## config.mk

```make
export PLATFORM = sky130hd
export DESIGN_NAME = piso_serializer_flat
export DESIGN_NICKNAME = d
export VERILOG_FILES = /design/src/rtl/piso_serializer_if.sv /design/src/rtl/piso_serializer.sv /design/src/flat_wrapper.sv
export SDC_FILE = /design/constraint.sdc
export NUM_CORES = 1
export LEC_CHECK = 0
export BUFFER_PORTS_ARGS = -buffer_cell sky130_fd_sc_hd__buf_2
export CORE_MARGIN = 2
export CORE_UTILIZATION = 30
export CTS_CLUSTER_DIAMETER = 40
export CTS_CLUSTER_SIZE = 12
export DETAILED_ROUTE_END_ITERATION = 7
export GPL_ROUTABILITY_DRIVEN = 0
export MAX_ROUTING_LAYER = met4
export PLACE_DENSITY_LB_ADDON = 0.3
export SYNTH_ARGS = -nofsm -noshare
export SYNTH_HDL_FRONTEND = slang
export SYNTH_SLANG_ARGS = --single-unit
```

## constraint.sdc

```tcl
create_clock -name clk -period 4.5 [get_ports clk]
set_input_delay 0.45 -clock clk [delete_from_list [all_inputs] [get_ports clk]]
set_output_delay 0.45 -clock clk [all_outputs]
set_load 0.02 [all_outputs]
```

## src/rtl/piso_serializer_if.sv

```systemverilog
`default_nettype none
// ============================================================================
//  Module      : piso_serializer_if
//  Description : Word handshake and serial-stream bundle between a word
//                producer and the PISO serializer.
//  Revision    : 1.0 - initial release
// ============================================================================
interface piso_serializer_if #(
    parameter int WIDTH = 4
);
    logic [WIDTH-1:0] in_data;
    logic             in_valid;
    logic             in_ready;
    logic             serial_out;
    logic             bit_valid;
    logic             frame_start;
    logic             frame_last;
    logic             busy;
    logic [7:0]       word_count;

    // Producer side: offers words, observes the stream and status.
    modport master (
        output in_data,
        output in_valid,
        input  in_ready,
        input  serial_out,
        input  bit_valid,
        input  frame_start,
        input  frame_last,
        input  busy,
        input  word_count
    );

    // Serializer side.
    modport slave (
        input  in_data,
        input  in_valid,
        output in_ready,
        output serial_out,
        output bit_valid,
        output frame_start,
        output frame_last,
        output busy,
        output word_count
    );
endinterface
`default_nettype wire

```

## src/rtl/piso_serializer.sv

```systemverilog
`default_nettype none
// ============================================================================
//  Module      : piso_serializer
//  Description : Parallel-in serial-out shifter, MSB first, with framing
//                strobes and an optional idle gap between words.
//  Revision    : 1.0 - initial release
// ============================================================================
module piso_serializer #(
    parameter int   WIDTH      = 4,
    parameter int   GAP_CYCLES = 0,
    parameter logic IDLE_LEVEL = 1'b0
) (
    input wire logic          clk,
    input wire logic          rst,
    piso_serializer_if.slave  bus
);

    localparam int                 c_CNT_W    = (WIDTH > 1) ? $clog2(WIDTH) : 1;
    localparam logic [c_CNT_W-1:0] c_CNT_LAST = c_CNT_W'(WIDTH - 1);
    localparam logic [c_CNT_W-1:0] c_CNT_ONE  = c_CNT_W'(1);
    localparam bit                 c_HAS_GAP  = (GAP_CYCLES > 0);
    localparam logic [7:0]         c_GAP_LAST = 8'((GAP_CYCLES > 0) ? (GAP_CYCLES - 1) : 0);

    localparam logic [1:0] c_ST_IDLE  = 2'd0;
    localparam logic [1:0] c_ST_SHIFT = 2'd1;
    localparam logic [1:0] c_ST_GAP   = 2'd2;

    logic [1:0]         r_state;
    logic [WIDTH-1:0]   r_shift;
    logic [c_CNT_W-1:0] r_cnt;
    logic [7:0]         r_gap_cnt;
    logic [7:0]         r_word_count;
    logic               r_serial_out;
    logic               r_bit_valid;
    logic               r_frame_start;
    logic               r_frame_last;
    logic               r_busy;
    logic               r_in_ready;

    logic [1:0]         w_state_nxt;
    logic [WIDTH-1:0]   w_shift_nxt;
    logic [c_CNT_W-1:0] w_cnt_nxt;
    logic [7:0]         w_gap_cnt_nxt;
    logic [7:0]         w_word_count_nxt;
    logic               w_serial_out_nxt;
    logic               w_bit_valid_nxt;
    logic               w_frame_start_nxt;
    logic               w_frame_last_nxt;
    logic               w_busy_nxt;
    logic               w_in_ready_nxt;
    logic               w_xfer;
    logic               w_last_bit;

    // in_ready is itself a register, so the handshake is decided purely
    // from values that were stable before the edge.
    assign w_xfer     = bus.in_valid & r_in_ready;
    assign w_last_bit = (r_cnt == c_CNT_LAST);

    always_comb begin
        w_state_nxt      = r_state;
        w_shift_nxt      = r_shift;
        w_cnt_nxt        = r_cnt;
        w_gap_cnt_nxt    = r_gap_cnt;
        w_word_count_nxt = r_word_count;

        case (r_state)
            c_ST_IDLE: begin
                if (w_xfer) begin
                    w_state_nxt = c_ST_SHIFT;
                    w_shift_nxt = bus.in_data;
                    w_cnt_nxt   = '0;
                end
            end

            c_ST_SHIFT: begin
                if (w_last_bit) begin
                    w_word_count_nxt = r_word_count + 8'd1;
                    if (c_HAS_GAP) begin
                        w_state_nxt   = c_ST_GAP;
                        w_gap_cnt_nxt = '0;
                    end else if (w_xfer) begin
                        w_state_nxt = c_ST_SHIFT;
                        w_shift_nxt = bus.in_data;
                        w_cnt_nxt   = '0;
                    end else begin
                        w_state_nxt = c_ST_IDLE;
                    end
                end else begin
                    w_shift_nxt = {r_shift[WIDTH-2:0], 1'b0};
                    w_cnt_nxt   = r_cnt + c_CNT_ONE;
                end
            end

            c_ST_GAP: begin
                if (r_gap_cnt == c_GAP_LAST) begin
                    w_state_nxt   = c_ST_IDLE;
                    w_gap_cnt_nxt = '0;
                end else begin
                    w_gap_cnt_nxt = r_gap_cnt + 8'd1;
                end
            end

            default: begin
                w_state_nxt = c_ST_IDLE;
            end
        endcase

        // Outputs are derived from the next state so they can be registered
        // without adding a cycle of latency to the stream.
        w_bit_valid_nxt   = (w_state_nxt == c_ST_SHIFT);
        w_serial_out_nxt  = w_bit_valid_nxt ? w_shift_nxt[WIDTH-1] : IDLE_LEVEL;
        w_frame_start_nxt = w_bit_valid_nxt && (w_cnt_nxt == '0);
        w_frame_last_nxt  = w_bit_valid_nxt && (w_cnt_nxt == c_CNT_LAST);
        w_busy_nxt        = (w_state_nxt != c_ST_IDLE);
        w_in_ready_nxt    = (w_state_nxt == c_ST_IDLE) ||
                            (!c_HAS_GAP && w_frame_last_nxt);
    end

    always_ff @(posedge clk) begin
        if (rst) begin
            r_state       <= c_ST_IDLE;
            r_shift       <= '0;
            r_cnt         <= '0;
            r_gap_cnt     <= '0;
            r_word_count  <= '0;
            r_serial_out  <= IDLE_LEVEL;
            r_bit_valid   <= 1'b0;
            r_frame_start <= 1'b0;
            r_frame_last  <= 1'b0;
            r_busy        <= 1'b0;
            r_in_ready    <= 1'b1;
        end else begin
            r_state       <= w_state_nxt;
            r_shift       <= w_shift_nxt;
            r_cnt         <= w_cnt_nxt;
            r_gap_cnt     <= w_gap_cnt_nxt;
            r_word_count  <= w_word_count_nxt;
            r_serial_out  <= w_serial_out_nxt;
            r_bit_valid   <= w_bit_valid_nxt;
            r_frame_start <= w_frame_start_nxt;
            r_frame_last  <= w_frame_last_nxt;
            r_busy        <= w_busy_nxt;
            r_in_ready    <= w_in_ready_nxt;
        end
    end

    assign bus.in_ready    = r_in_ready;
    assign bus.serial_out  = r_serial_out;
    assign bus.bit_valid   = r_bit_valid;
    assign bus.frame_start = r_frame_start;
    assign bus.frame_last  = r_frame_last;
    assign bus.busy        = r_busy;
    assign bus.word_count  = r_word_count;

endmodule
`default_nettype wire
```

## src/flat_wrapper.sv

```systemverilog
// flat-port wrapper written by rule: the top's interface ports become plain ports
module piso_serializer_flat 
#(
    parameter int   WIDTH      = 4,
    parameter int   GAP_CYCLES = 0,
    parameter logic IDLE_LEVEL = 1'b0
)
  (clk, rst, bus_in_data, bus_in_valid, bus_in_ready, bus_serial_out, bus_bit_valid, bus_frame_start, bus_frame_last, bus_busy, bus_word_count);
  piso_serializer_if #(.WIDTH(WIDTH)) bus_i ();
  input wire logic clk;
  input wire logic rst;
  input wire logic [$bits(bus_i.in_data)-1:0] bus_in_data;
  input wire logic [$bits(bus_i.in_valid)-1:0] bus_in_valid;
  output wire logic [$bits(bus_i.in_ready)-1:0] bus_in_ready;
  output wire logic [$bits(bus_i.serial_out)-1:0] bus_serial_out;
  output wire logic [$bits(bus_i.bit_valid)-1:0] bus_bit_valid;
  output wire logic [$bits(bus_i.frame_start)-1:0] bus_frame_start;
  output wire logic [$bits(bus_i.frame_last)-1:0] bus_frame_last;
  output wire logic [$bits(bus_i.busy)-1:0] bus_busy;
  output wire logic [$bits(bus_i.word_count)-1:0] bus_word_count;
  assign bus_i.in_data = bus_in_data;
  assign bus_i.in_valid = bus_in_valid;
  assign bus_in_ready = bus_i.in_ready;
  assign bus_serial_out = bus_i.serial_out;
  assign bus_bit_valid = bus_i.bit_valid;
  assign bus_frame_start = bus_i.frame_start;
  assign bus_frame_last = bus_i.frame_last;
  assign bus_busy = bus_i.busy;
  assign bus_word_count = bus_i.word_count;
  piso_serializer #(.WIDTH(WIDTH), .GAP_CYCLES(GAP_CYCLES), .IDLE_LEVEL(IDLE_LEVEL)) u_core (.clk(clk), .rst(rst), .bus(bus_i));
endmodule
```

==> results of run 1 <==
-- sequential cells by signal, indices dropped and copies added, names as in the netlist --
register                count
u_core.bus.busy             1
u_core.r_state              2
u_core.bus.frame_last       1
u_core.bus.frame_start      1
u_core.bus.word_count       8
u_core.bus.serial_out       1
u_core.bus.in_ready         1
u_core.r_gap_cnt            8
u_core.r_cnt                2
u_core.r_shift              3
u_core.bus.bit_valid        1
-- cells by family (layout without fill, tap and decap cells) --
logic type	after synthesis	count (layout)	share of synthesized area [%]
AO/OA/AOI/OAI	24	24	14.1
XOR/XNOR	10	10	7.06
adder cells (fa/ha/maj)	4	4	4.03
buffers and inverters	11	33	3.73
flip-flops	29	29	46.8
multiplexers	1	1	0.806
AND/OR/NAND/NOR	54	54	23.5
-- per-stage QoR --
step           hold slack (ps)  worst slack [ps]  cell area (um2)  cells  utilization (%)
2_1_floorplan              432              2930             1240    133                -
3_3_place_gp               441              2870             1380    197             34.4
3_5_place_dp               447              2800             1380    197             34.4
4_1_cts                    423              2790             1480    205             36.9
5_1_grt                    430              2680             1480    205             36.9
6_report                   431              2800             1480    205             36.9
-- synthesized netlist by cell type (all sizes together) (2+ instances only) --
library cell / count / area, um2
a211oi: 2 / 15.0
a21o: 2 / 16.3
a21oi: 9 / 48.8
buf: 2 / 12.5
clkbuf: 4 / 15.0
dfxtp: 29 / 581
ha: 4 / 50.1
inv: 5 / 18.8
nand2: 6 / 22.5
nand2b: 3 / 18.8
nand3: 2 / 10.0
nand3b: 3 / 22.5
nand4: 6 / 37.5
nor2: 20 / 77.6
nor3: 3 / 15.0
o21ai: 3 / 15.0
o22ai: 2 / 12.5
o31ai: 2 / 15.0
or3: 4 / 25.0
xnor2: 3 / 26.3
xor2: 7 / 61.3
-- worst max-delay path, delay by kind of cell (launching register included) --
family | cells | cell delay, ps
AND/OR/NAND/NOR | 2 | 630
AO/OA/AOI/OAI | 2 | 390
flip-flops | 1 | 330
adder cells (fa/ha/maj) | 1 | 130
buffers and inverters | 1 | 80
-- per-layer routing --
metal / GRT usage, % / share of wire (%)
met1: 14.3 / 46
met2: 19.1 / 47
met3: 3.95 / 3.6
met4: 9.75 / 3.3
met5: - / 0
-- power groups by stage --
stage               registers [mW]  logic, mW  clock network [mW]
floorplan                    0.281     0.0236                   0
global placement             0.276     0.0401                   0
detailed placement           0.276     0.0409                   0
CTS                          0.271     0.0411               0.245
global route                 0.272     0.0455               0.255
finish                       0.271     0.0407               0.238
-- worst min-delay path by stage --
stage	endpoint	cells after the start	slack, ps	startpoint
after floorplan	u_core.r_shift[0]	2	430	u_core.r_shift[0]
after detailed placement	u_core.r_shift[0]	2	450	u_core.r_shift[0]
after CTS	u_core.r_shift[0]	3	420	bus_in_data[0]
final	u_core.bus.serial_out	3	430	bus_in_data[3]
after global placement	u_core.r_shift[0]	2	440	u_core.r_shift[0]
after global routing	u_core.r_shift[0]	3	430	bus_in_data[0]
-- area by class of cell --
class / instances / share of cell area, %
multi-input cells: 93 / 41.6
flip-flops and latches: 29 / 39.3
repair buffers: 20 / 6.77
clock buffers: 7 / 6.52
well taps: 50 / 4.23
inverters: 5 / 1.27
clock inverters: 1 / 0.339
==> results_dict.tcl, run 1 <==
set metrics [dict create \
    reg2reg_from "u_core.r_gap_cnt[0]" \
    clk_latency_ps 290 \
    startpoint "u_core.r_gap_cnt[0]" \
    fp.coreArea_um2 4000 \
    fp.dieH_um 68.3 \
    synthCells 133 \
    grt.total_usage_pct 12.8 \
    power_frac_seq_pct 49.3 \
    numPortBuffers 20 \
    drive_above_1_share_pct 21.9 \
    grt_pass1_vias 961 \
    ys_ff_latch 29 \
    power_frac_comb_pct 7.4 \
    powerDensity_nw_per_um2 372 \
    p_sw_uw 130 \
    viasPerCell 4.88 \
    slew_viol_final 0 \
    post-dp-hpwl_um 1780 \
    fillCellCount 413 \
    crit_fanout 4 \
    rsz0062_at_grt "no" \
    crit_path_start_kind "flop" \
    root_buffer "clkbuf_8" \
    intPower_uw 419 \
    dr.pass1.iters 4 \
    p_leak_nw 0.609 \
    fp.dieW_um 68.3 \
    layout.nets 165 \
    slowest_stage "or4b_4" \
    reg2reg_slack_ps 2800 \
    initial_core_util_pct 31.0 \
    max_cap_viol_count 0 \
    cp_slowest_stage_delay_ps 470 \
    path_cells "inv_1 > ha_1 > or4b_4 > o41ai_4 > or3_1 > o31ai_1" \
    finalCritPeriodShare_pct 37.8 \
    power.share.clock_pct 43.3 \
    vias 1001 \
    layout_commonest_cell "dfxtp_1" \
    tightestPinTransition_ps 532 \
    syn_area_um2 1240 \
    synthFlopType "dfxtp_1" \
    netSwitchingFraction_pct 23.7 \
    die_area_um2 4670 \
    status "finished, final reports clean" \
    hold_viol 0 \
    grt_pass1_wl_um 4110 \
    multiInputGateArea_um2 614 \
    seq_area_um2 581 \
    globalRouteOverflowTotal 0 \
    setup_tns_ps 0 \
    final_cell_mix "dfxtp_1, buf_2, nor2_1, a21oi_1" \
    diodes 0 \
    postCtsHoldBufs 0 \
    async_flop_share_pct 0 \
    antenna_found_initial 0 \
    fin_skew_ps 2.35 \
    drc 0 \
    grt_max_degree 26 \
    cts.sinks 29 \
    cp.required_ps 4660 \
    yosysSeqAreaShare_pct 46.8 \
    routed_wl_um 2490 \
    cts_resized 0 \
    clock_path_buffers 2 \
    rr_worst_depth 6 \
    total_power_uw 550 \
    numCtsBuffers 5 \
    end_kind "flop" \
    criticalPathCategory "flop to flop" \
    timing.final.crit_period_ps 1700 \
    syn_area_per_cell_um2 9.33 \
    ys_warn_count 0 \
    cts_tree "done" \
    clock.fmax_mhz 588 \
    irDropWorstVdd_v 0.000216 \
    area_delta_synth_final_pct 19.1 \
    ant_nets 0 \
    rows 23 \
    synth_cell_types 37 \
    cts_setup_buffers 0 \
    dr.first_iter.drc_count 13 \
    hold_class "input pin to flop" \
    relSlewSlack_pct 64.4 \
    synth-edff-count 0 \
    synthesis.nets 144 \
    crit_arrival_ps 1860 \
    num_io_pins 21 \
    timing.critical_path.to "u_core.r_gap_cnt[0]" \
    clk_pin_slew_ps 60 \
    setup_viol 0 \
    r2r_end "u_core.r_gap_cnt[0]" \
    cts-htree-levels 2 \
    wl_per_cell_um 12.2 \
]
(Power assumes the default switching activity.)
==> inputs of run 2 (changes only) <==
==> constraint.sdc (replaced) <==
create_clock -name clk -period 1.55 [get_ports clk]
set_input_delay 0.155 -clock clk [delete_from_list [all_inputs] [get_ports clk]]
set_output_delay 0.155 -clock clk [all_outputs]
set_load 0.02 [all_outputs]
==> run 2 against run 1 <==
The flow now finishes with violations (setup timing). Combinational power rose to 3.2 times the previous value. Global-route usage up 0.34 points. Via count up 2.7%. Power rose to 3.1 times the previous value. Critical endpoint is now u_core.bus.in_ready.
==> results_dict.tcl, run 2 (synthesized netlist as in run 1, its figures left out) <==
set metrics [dict create \
    status "finished with violations" \
    violations "setup timing" \
    grt_pass1_vias 1018 \
    timing.final.crit_period_ps 1640 \
    crit_arrival_ps 1850 \
    p_sw_uw 361 \
    met1_usage_pct 15.1 \
    hold_viol 0 \
    relSlewSlack_pct 67.8 \
    fp.dieW_um 68.3 \
    numPortBuffers 20 \
    powerDensity_nw_per_um2 1060 \
    fp.dieH_um 68.3 \
    placed_cell_area_um2 1440 \
    clk_latency_ps 270 \
    setup_tns_ps -327 \
    routed_wl_um 2590 \
    die_area_um2 4670 \
    viasPerCell 4.72 \
    power_frac_comb_pct 7.7 \
    antenna_found_initial 0 \
    drc 0 \
    fin_cells 218 \
    intPower_mw 1.35 \
    root_buffer "clkbuf_8" \
    cts_tree "done" \
    layout.nets 178 \
    netSwitchingFraction_pct 21.1 \
    end_kind "flop" \
    placed_cells 206 \
    grt_use_met3_pct 4.44 \
    min_from "bus_in_data[3]" \
    setup_viol 5 \
    slew_viol_final 0 \
    post-dp-hpwl_um 1840 \
    grt_max_degree 26 \
    clock_path_buffers 2 \
    hold_class "input pin to flop" \
    reg2reg_slack_ps -90 \
    grt_util_met2_pct 20.8 \
    dr.first_iter.drc_count 14 \
    seq_area_um2 583 \
    final_cell_mix "dfxtp_1, buf_2, nor2_1, buf_4, a21oi_1" \
    layout_setup_ws_ps -91.4 \
    p_leak_nw 0.678 \
    grt.total_usage_pct 13.2 \
    finalCritPeriodShare_pct 106 \
    dr.pass1.iters 4 \
    rows 23 \
    criticalPathCategory "flop to flop" \
    r2r_end "u_core.bus.in_ready" \
    tightestPinTransition_ps 484 \
    clock.fmax_mhz 609 \
    hold_end "u_core.bus.serial_out" \
    crit_path_start_kind "flop" \
    rsz0062_at_grt "yes" \
    power.share.clock_pct 46.4 \
    crit_fanout 3 \
    wl_per_cell_um 11.9 \
    num_io_pins 21 \
    clk_pin_slew_ps 60 \
    max_cap_viol_count 0 \
    layout_commonest_cell "dfxtp_1" \
    reg2reg_from "u_core.r_gap_cnt[0]" \
    rr_worst_depth 7 \
    cp.required_ps 1760 \
    area_delta_synth_final_pct 30.2 \
    fp.coreArea_um2 4000 \
    initial_core_util_pct 31.0 \
    fin_util_pct 40.4 \
    top_usage_layer "met2" \
    numCtsBuffers 5 \
    whs_ps 129 \
    drive_above_1_share_pct 31.5 \
    hold_depth 3 \
    dp_slack_ps -120 \
    multiInputGateArea_um2 638 \
    grt_pass1_wl_um 4410 \
    total_power_mw 1.71 \
    ant_nets 0 \
    fin_area_um2 1620 \
    cts-htree-levels 2 \
    cts.sinks 29 \
    vias 1028 \
    fin_skew_ps 4.94 \
    globalRouteOverflowTotal 0 \
    diodes 0 \
    irDropWorstVdd_v 0.000479 \
    fillCellCount 399 \
    power_frac_seq_pct 45.9 \
]
## run 2: cell count changes in the layout (fill, tap and decap cells not counted), sizes merged
cell / change
buf: +13
clkinv: -1
bufinv: +1
## run 2: how the worst max path moves through the flow
stage	startpoint	end	slack (ps)	cells past startpoint
2_1_floorplan	u_core.r_gap_cnt[0]	u_core.r_gap_cnt[0]	-20	6
3_3_place_gp	u_core.r_gap_cnt[0]	u_core.r_gap_cnt[0]	-50	6
3_5_place_dp	u_core.r_gap_cnt[1]	u_core.r_gap_cnt[0]	-120	6
4_1_cts	u_core.r_gap_cnt[0]	u_core.bus.in_ready	-100	7
5_1_grt	u_core.r_gap_cnt[0]	u_core.bus.in_ready	-160	7
6_report	u_core.r_gap_cnt[0]	u_core.bus.in_ready	-90	7
## run 2: what timing repair did
action | 4_1_cts | 5_1_grt
buffers inserted | 3 | 1
endpoints found under the setup margin | 11 | 18
pin swaps | 1 | 2
hold buffers | 0 | 0
resized for setup | 6 | 3
## run 2: final cells by class
cell class / count / share of cell area [%]
inverter: 5 / 1.16
sequential: 29 / 36.1
multi-input combinational: 93 / 39.5
timing repair buffer: 33 / 12.2
clock inverter: 1 / 1.86
clock buffer: 7 / 5.34
tap: 50 / 3.87
## run 2: layer usage
| layer | vias up | share of wire, % |
|---|---|---|
| li1 | 536 | - |
| met1 | 474 | 47 |
| met3 | 2 | 3.3 |
| met5 | - | 0 |
| met2 | 16 | 49 |
| met4 | 0 | 0.66 |
## run 2: power groups by stage
stage | clock [mW] | combinational [mW] | sequential [mW]
after global routing | 0.853 | 0.145 | 0.787
final | 0.794 | 0.131 | 0.785
after global placement | 0 | 0.128 | 0.800
after CTS | 0.825 | 0.130 | 0.785
after detailed placement | 0 | 0.129 | 0.802
after floorplan | 0 | 0.0685 | 0.817
## run 2: critical path, stage by stage, from the launching register on
cell and delay [ps]:
dfxtp_2 320, inv_2 70, ha_4 120, or4b_4 470, o41ai_4 270, buf_4 180
nor2_4 30, a21oi_2 110
